===== config.mk =====
export PLATFORM = sky130hd
export DESIGN_NAME = placar_times
export DESIGN_NICKNAME = d
export VERILOG_FILES = /design/src/rtl/placar_pkg.sv /design/src/rtl/bin_para_bcd_seq.sv /design/src/rtl/placar_times.sv
export SDC_FILE = /design/constraint.sdc
export NUM_CORES = 1
export LEC_CHECK = 0
export CAP_MARGIN = 20
export CORE_MARGIN = 1
export CORE_UTILIZATION = 40
export DETAILED_ROUTE_END_ITERATION = 6
export RECOVER_POWER = 100
export SYNTH_ARGS = -nofsm -noshare
export SYNTH_HDL_FRONTEND = slang
export SYNTH_SLANG_ARGS = --single-unit

===== constraint.sdc =====
create_clock -name clk -period 5.64 [get_ports clk]
set_input_delay 0.564 -clock clk [delete_from_list [all_inputs] [get_ports clk]]
set_output_delay 0.564 -clock clk [all_outputs]
set_load 0.01 [all_outputs]

===== src/rtl/placar_pkg.sv =====
// placar_pkg: FSM states, point values and flat-bus helpers shared by the
// scoreboard core and its BCD converter.
package placar_pkg;
  typedef enum logic [1:0] {IDLE, APPLY, CONVERT} state_t;
  localparam logic [1:0] PTS_UM = 2'd1;
  localparam logic [1:0] PTS_DOIS = 2'd2;
  localparam logic [1:0] PTS_TRES = 2'd3;
  function automatic int field_lsb(input int idx, input int w);
    return idx * w;
  endfunction
  // double-dabble correction applied to one digit before each shift
  function automatic logic [3:0] dabble(input logic [3:0] d);
    return d >= 4'd5 ? d + 4'd3 : d;
  endfunction
endpackage


===== src/rtl/bin_para_bcd_seq.sv =====
// bin_para_bcd_seq: iterative double-dabble, one input bit per cycle; done and
// bcd are valid together in the final shift cycle.
module bin_para_bcd_seq
  import placar_pkg::*;
#(
  parameter int SCORE_W = 7,
  parameter int DIGITS = 2
) (
  input  logic                  clk,
  input  logic                  rst_n,
  input  logic                  clr,
  input  logic                  start,
  input  logic [SCORE_W-1:0]    bin,
  output logic                  done,
  output logic [DIGITS*4-1:0]   bcd
);
  localparam int CNT_W = $clog2(SCORE_W + 1);
  localparam int SH_W = DIGITS * 4 + SCORE_W;
  logic [SH_W-1:0] sh, sh_nx;
  logic [DIGITS*4-1:0] adj;
  logic [CNT_W-1:0] cnt;
  logic active;
  for (genvar d = 0; d < DIGITS; d++) begin : g_dig
    assign adj[d*4 +: 4] = dabble(sh[SCORE_W + d*4 +: 4]);
  end
  // binary part and BCD part shift as one register
  assign sh_nx = {adj, sh[SCORE_W-1:0]} << 1;
  assign bcd = sh_nx[SCORE_W +: DIGITS*4];
  assign done = active && cnt == CNT_W'(SCORE_W - 1);
  always_ff @(posedge clk or negedge rst_n) begin
    if (!rst_n) begin
      sh <= '0;
      cnt <= '0;
      active <= 1'b0;
    end else if (clr) begin
      active <= 1'b0;
    end else if (start) begin
      sh <= {{(DIGITS*4){1'b0}}, bin};
      cnt <= '0;
      active <= 1'b1;
    end else if (active) begin
      sh <= sh_nx;
      cnt <= cnt + 1'b1;
      active <= !done;
    end
  end
endmodule


===== src/rtl/placar_times.sv =====
// placar_times: basketball scoreboard core; range-checked +/-1..3 updates per
// team followed by a sequential BCD conversion of the updated score.
module placar_times
  import placar_pkg::*;
#(
  parameter int NUM_TIMES = 2,
  parameter int SCORE_W = 7,
  parameter int MAX_SCORE = 99,
  parameter int DIGITS = 2,
  localparam int TSEL_W = $clog2(NUM_TIMES)
) (
  input  logic                          clk,
  input  logic                          rst_n,
  input  logic                          btn_um,
  input  logic                          btn_dois,
  input  logic                          btn_tres,
  input  logic                          sub,
  input  logic [TSEL_W-1:0]             sel_time,
  input  logic                          clear,
  output logic [NUM_TIMES*SCORE_W-1:0]  score_flat,
  output logic [NUM_TIMES*DIGITS*4-1:0] bcd_flat,
  output logic                          bcd_valid,
  output logic                          alerta,
  output logic                          busy
);
  localparam int XW = SCORE_W + 1;
  state_t state, state_nx;
  logic [2:0] btn, hist, press;
  logic [1:0] pts_q, pts_in;
  logic sub_q;
  logic [TSEL_W-1:0] sel_q;
  logic [SCORE_W-1:0] score [NUM_TIMES];
  logic [DIGITS*4-1:0] bcd [NUM_TIMES];
  logic [SCORE_W-1:0] cur, new_score;
  logic [XW-1:0] cur_x, pts_x, sum;
  logic multi, single, sel_ok, op_ok, latch, reject, accept, finish, conv_done;
  logic [DIGITS*4-1:0] conv_bcd;
  assign btn = {btn_tres, btn_dois, btn_um};
  assign press = btn & ~hist;
  assign multi = (press[0] & press[1]) | (press[0] & press[2]) | (press[1] & press[2]);
  assign single = |press & ~multi;
  assign pts_in = press[2] ? PTS_TRES : press[1] ? PTS_DOIS : PTS_UM;
  always_comb begin
    cur = '0;
    for (int i = 0; i < NUM_TIMES; i++) if (int'(sel_q) == i) cur = score[i];
  end
  // one extra bit so an add past MAX_SCORE cannot wrap before the compare
  assign sel_ok = int'(sel_q) < NUM_TIMES;
  assign cur_x = {1'b0, cur};
  assign pts_x = XW'(pts_q);
  assign sum = cur_x + pts_x;
  assign op_ok = sub_q ? pts_x <= cur_x : sum <= XW'(MAX_SCORE);
  assign new_score = sub_q ? cur - SCORE_W'(pts_q) : cur + SCORE_W'(pts_q);
  assign busy = state != IDLE;
  always_comb begin
    state_nx = state;
    latch = 1'b0;
    reject = 1'b0;
    accept = 1'b0;
    finish = 1'b0;
    if (clear) state_nx = IDLE;
    else
      case (state)
        IDLE: begin
          reject = multi;
          latch = single;
          state_nx = single ? APPLY : IDLE;
        end
        APPLY: begin
          accept = sel_ok & op_ok;
          reject = !(sel_ok & op_ok);
          state_nx = accept ? CONVERT : IDLE;
        end
        CONVERT: begin
          finish = conv_done;
          state_nx = conv_done ? IDLE : CONVERT;
        end
        default: state_nx = IDLE;
      endcase
  end
  always_ff @(posedge clk or negedge rst_n) begin
    if (!rst_n) begin
      state <= IDLE;
      hist <= '1;
      pts_q <= '0;
      sub_q <= 1'b0;
      sel_q <= '0;
      alerta <= 1'b0;
      bcd_valid <= 1'b0;
      for (int i = 0; i < NUM_TIMES; i++) begin
        score[i] <= '0;
        bcd[i] <= '0;
      end
    end else begin
      state <= state_nx;
      hist <= btn;
      alerta <= reject;
      bcd_valid <= finish;
      if (latch) begin
        pts_q <= pts_in;
        sub_q <= sub;
        sel_q <= sel_time;
      end
      for (int i = 0; i < NUM_TIMES; i++) begin
        if (clear) begin
          score[i] <= '0;
          bcd[i] <= '0;
        end else begin
          if (accept && int'(sel_q) == i) score[i] <= new_score;
          if (finish && int'(sel_q) == i) bcd[i] <= conv_bcd;
        end
      end
    end
  end
  bin_para_bcd_seq #(.SCORE_W(SCORE_W), .DIGITS(DIGITS)) u_conv (
    .clk   (clk),
    .rst_n (rst_n),
    .clr   (clear),
    .start (accept),
    .bin   (new_score),
    .done  (conv_done),
    .bcd   (conv_bcd)
  );
  for (genvar i = 0; i < NUM_TIMES; i++) begin : g_out
    assign score_flat[field_lsb(i, SCORE_W) +: SCORE_W] = score[i];
    assign bcd_flat[field_lsb(i, DIGITS*4) +: DIGITS*4] = bcd[i];
  end
endmodule


* After elaboration in Yosys (flattened, before gate mapping)
Cells that the tools add are included.
** Word-level totals
- Input bits :: 8
- Logic and storage cells :: 89
- Register bits after elaboration :: 60
- Output and inout bits :: 33
** Cells by class
- Add/sub/neg operators :: 6
- Equality and inequality tests :: 3
- Order comparisons :: 4
- Bitwise logic cells :: 11
- Reduce and logical (&&, ||, !) cells :: 16
- Muxes and demuxes :: 35
** Operator list (number)
- 7-bit 2-to-1 mux :: 6
- 8-bit 2-to-1 mux :: 4
- 15-bit 2-to-1 mux :: 2
- 1-bit 2-to-1 mux :: 12
- 2-bit nonzero test :: 6
- 2-bit 2-to-1 mux :: 5
- 3-bit 2-to-1 mux :: 3
- 7-bit by 2-bit adder with 8-bit output :: 1
- 4-bit by 3-bit greater-or-equal comparator with 1-bit output, second input constant :: 2
- 8-bit by 7-bit less-or-equal comparator with 1-bit output, second input constant :: 1
- 7-bit by 2-bit adder with 7-bit output :: 1
- 2-bit by 7-bit less-or-equal comparator with 1-bit output :: 1
- 7-bit by 2-bit subtractor with 7-bit output :: 1
- 2-bit one-hot mux with 3 select lines :: 1
- 1-bit logical AND :: 5
- 4-bit by 2-bit adder with 4-bit output, second input constant :: 1
- 1-bit bitwise AND :: 4
- 4-bit 2-to-1 mux :: 1
- 3-bit by 1-bit adder with 3-bit output, second input constant :: 1
- 3-bit by 2-bit adder with 3-bit output, second input constant :: 1
- 3-bit bitwise AND :: 1
- 3-bit == test, second input constant :: 1
- 1-bit NOT :: 3
- 3-bit NOT :: 1
- other kinds (8) :: 10

* Depth between registers and ports, before layout
- Depth after elaboration :: 10
- Depth in mapped cells :: 13
- Gate-level depth less buffers :: 10

* By module
Synthesis repeated with hierarchy kept, for this count alone.
** Second synthesis, totals
- Cell total of the unflattened synthesis :: 337
- Area total of the unflattened synthesis :: 3265.6 µm²
** Modules (own cells, without submodules)
- placar_times :: sequential area each 1029.7 µm², times used 1, cells an instance 239, area an instance 2267.2 µm²
- bin_para_bcd_seq :: sequential area each 475.5 µm², times used 1, cells an instance 98, area an instance 998.5 µm²

* Worst setup path after synthesis
Ideal clock, no wire load.
- Kind :: reg-to-reg
- Start point :: reg sel_q
- End point :: reg score (netlist bit score_flat[1])
- Data required time :: 5.512 ns
- Period minus slack after synthesis :: 3.172 ns
- Slack :: 2.468 ns
- Setup time :: 0.128 ns
- Path buffers :: 2
- Data arrival time :: 3.044 ns
- Stages on the path, launching flop included :: 11
- Cells stage by stage :: dfrtp_1 -> buf_6 -> clkbuf_1 -> mux2_2 -> ha_1 -> nor2b_1 -> o221a_2 -> a311oi_2 -> o311a_4 -> nor3_4 -> mux2_1
** Between the ends
- Word-level cells in the longest chain between the ends :: 8
- Elaborated cells between the ends (all ways) :: 15
- Classes of those cells :: add/sub: 3; order compare: 2; mux: 7; bitwise: 1; reduce/logical: 2
** Ends and longest elaborated chain
- from (decl) :: line placar_times.sv:31 : logic [TSEL_W-1:0] sel_q;
- from (signal assigned) :: line placar_times.sv:102 : sel_q <= sel_time;
- 7-bit 2-to-1 mux :: line placar_times.sv:45 : for (int i = 0; i < NUM_TIMES; i++) if (int'(sel_q) == i) cur = score[i];
- 7-bit by 2-bit adder with 8-bit output :: line placar_times.sv:51 : assign sum = cur_x + pts_x;
- 8-bit by 7-bit less-or-equal comparator with 1-bit output (not written as such) :: line placar_times.sv:52 : assign op_ok = sub_q ? pts_x <= cur_x : sum <= XW'(MAX_SCORE);
- 1-bit 2-to-1 mux :: line placar_times.sv:52
- 1-bit 2-to-1 mux :: line placar_times.sv:63 : case (state)
- 1-bit 2-to-1 mux :: line placar_times.sv:61 : if (clear) state_nx = IDLE;
- 1-bit logical AND :: line placar_times.sv:109 : if (accept && int'(sel_q) == i) score[i] <= new_score;
- 2-bit nonzero test (no line)
- to (decl) :: line placar_times.sv:32 : logic [SCORE_W-1:0] score [NUM_TIMES];
Parallel ways exist; a longest one is shown, timed or not. The select of a mux whose other input is x is not followed.
A chain may end at the register's enable or synchronous reset.

* Worst setup path after layout
Ends and elaborated chain as after synthesis.

==> impl_metrics.ini <==
[grt]
grt_first_pass_wirelength_mm = 13.2
antenna_found_initial = 0
first_global_vias = 2647
track_usage = 0.194
grt_overflow = 0
met1_usage = 0.243
use_met3 = 0.0451
busiest_layer = met2
use_met2 = 0.331
grt_max_degree = 61

[final_layout]
syn_to_final_growth_pct = 18.5
postLayoutCellArea_sq_um = 4090
drive_gt1_frac = 0.0960
final_nets = 391
final_cells = 480
antenna_cells = 0

[timing]
finalCritPeriodShare = 0.776
tightest_slew_ns = 3.27
drv_slew = 116
final-hold-violation-count = 0
fin_skew_ns = 0.00752
timing.fmax_mhz = 229
maxSlewHeadroom = -1.18
setup_viol = 0
period_minus_slack_ns = 4.38
setup_tns_ns = 0
grt_setup_unrepaired = false

[logic_synthesis]
synthFlopType = dfrtp_1
netlist_instances = 331
synth_common_cells = 57 x dfrtp_1, 32 x mux2i_1, 25 x nor2_1
muxShareOfSynthArea = 0.120
synth-seq-cells = 60
synth_xor_area_frac = 0.0228
synth_top_cell_by_area = dfrtp_1
synth-edff-count = 0
synth_warnings = 0
yosysMostFrequentCell = dfrtp_1
syn_area_per_cell_sq_um = 10.4
async_reset_ff_frac = 1.00
synth-seq-area-share = 0.436
synth_fa_ha_area_frac = 0.0515
synth-compound-area-share = 0.159
synth.distinct_cells = 62
synth_top_family_by_area = simple AND/OR/NAND/NOR gates
synthesis.nets = 352
syn_area_sq_um = 3450
ys_top_cells_by_area = dfrtp_1 41%, mux2i_1 9.3%, ha_1 4.0%
synthSimpleGateAreaFrac = 0.170
synth_top_area_frac = 0.413

[route]
num_vias = 2608
wl_mm = 7.96
drt-wirelength-per-cell_um = 16.6
ant_nets = 0
viasPerCell = 5.43
first_pass_iters = 4
drt_iter0_drc = 134
drcViolationCount = 0

[die]
start_util = 0.416
core-area_sq_um = 8300
rows = 33
die_x_um = 94.9
ios = 41
die_h_um = 94.9
die_area_sq_um = 9010

[clocking]
post-cts-setup-buffer-count = 0
numClockSinks = 60
hold_buffers = 0
ctsResizeCount = 0
cts_max_level = 3
cts_root_buf = clkbuf_8
clock_path_buffers = 2
cts.clk_slew.worst_paths_ns = 0.08
numCtsBuffers = 9
cts_tree = done
clk_latency_ns = 0.34

[worst_setup_path]
critPathLaunchType = flip-flop
cp-end-kind = flip-flop
critPathKind = flip-flop to flip-flop
required_ns = 5.87
path_max_fanout = 21
worstPathArrival_ns = 4.60

[place]
placed_cell_area_sq_um = 3920
place.gp.congestion = 0.835
hpwlAfterDp_mm = 5.43
portBuffers = 40
placedCellCount = 464

[power]
switching_power_mw = 0.579
vdd_drop_max_mv = 0.259
p_seq_frac = 0.388
pwr-share-clk = 0.284
combPwrFrac = 0.328
internal_power_mw = 0.999
leakage_nw = 1.86
power_density_nw_per_um2 = 386
p_sw_frac = 0.367

[status]
outcome = finished, violations left
violations = capacitance limit, slew limit

[flow_run]
drv_cap = 3

[worst_hold_path]
holdCritPathClass = flip-flop to flip-flop
-- cell usage in the layout, fill, tap and decap left out, types with 4 or more instances in the layout --
cell type,Yosys,layout
a21oi_1,12,12
nand3b_1,4,4
dlygate4sd3_1,0,37
a211oi_1,9,9
nor4_1,4,4
nor3_1,4,6
nor2_1,25,26
inv_1,16,16
o22ai_1,5,5
dfrtp_1,57,57
nand2b_1,18,18
ha_1,11,11
mux2_2,6,5
o32ai_1,5,5
clkbuf_8,0,10
o211ai_1,4,4
mux2i_1,32,32
o21ai_0,7,8
nor2b_1,5,5
nand2_1,21,21
a31oi_1,8,8
xnor2_1,8,8
-- through the flow --
step | utilization | hold WS (ns) | power (mW) | worst slack [ns]
after global routing | 0.493 | 0.521 | 1.69 | 1.06
after floorplan | - | 0.268 | 0.994 | 2.47
after CTS | 0.500 | 0.406 | 1.61 | 1.91
final | 0.493 | 0.504 | 1.58 | 1.26
after global placement | 0.472 | 0.493 | 1.14 | 1.97
after detailed placement | 0.472 | 0.500 | 1.15 | 1.92
-- final cells by class --
type | count | area [sq um]
flip-flops and latches | 60 | 1510
multi-input cells | 239 | 1760
inverters | 17 | 63.8
repair buffers | 43 | 410
well taps | 105 | 131
clock buffers | 11 | 141
clock inverters | 5 | 83.8
fillers | 795 | 4210
-- routing by layer --
layer  up-vias  routed length, um
met2        58               3850
met1      1256               3710
met5         -                  0
met3        11                298
met4         0                107
li1       1283                  -
-- power by group through the flow --
stage | Combinational, mW | Clock (mW) | Sequential [mW]
after global routing | 0.587 | 0.478 | 0.623
after CTS | 0.534 | 0.461 | 0.613
final | 0.518 | 0.447 | 0.612
after floorplan | 0.415 | 0 | 0.579
after global placement | 0.522 | 0 | 0.616
after detailed placement | 0.532 | 0 | 0.619
-- state kept, by name, indices dropped and copies added, names as in the netlist --
name / flops
u_conv.active: 1
u_conv.cnt: 3
score_flat: 14
hist: 3
u_conv.sh: 15
pts_q: 2
bcd_flat: 16
state: 2
sub_q: 1
sel_q: 1
alerta: 1
bcd_valid: 1
-- critical path, stage by stage, from the launching register on --
cell and delay, ns:
dfrtp_1 0.86, mux2_1 0.48, ha_1 0.31, nor2b_1 0.28, o221a_2 0.24, a311oi_1 0.05
o311a_1 0.50, nor3_1 1.15, mux2_1 0.39
-- kinds of logic (layout without fill, tap and decap cells) --
group | Yosys count | count (layout)
DFF | 60 | 60
AOI/OAI and AO/OA | 71 | 71
adders and majority gates | 13 | 13
buffers and inverters | 32 | 76
and+or+nand+nor | 106 | 106
muxes | 40 | 40
xor gates and xnor gates | 9 | 9
-- path summary, 6_finish.rpt --
check                                   start            end  slack [ns]  depth (start not counted)
worst max-delay path                    sel_q  score_flat[1]        1.26                          8
worst min-delay path            u_conv.cnt[0]  u_conv.cnt[0]        0.50                          1
worst max register to register          sel_q  score_flat[1]        1.26                          8
worst min register to register  u_conv.cnt[0]  u_conv.cnt[0]        0.50                          1
max in group asynchronous               rst_n  score_flat[9]        2.38                          2
min in group asynchronous               rst_n   bcd_flat[14]        1.40                          2
Power figures use the tool's default switching activity.
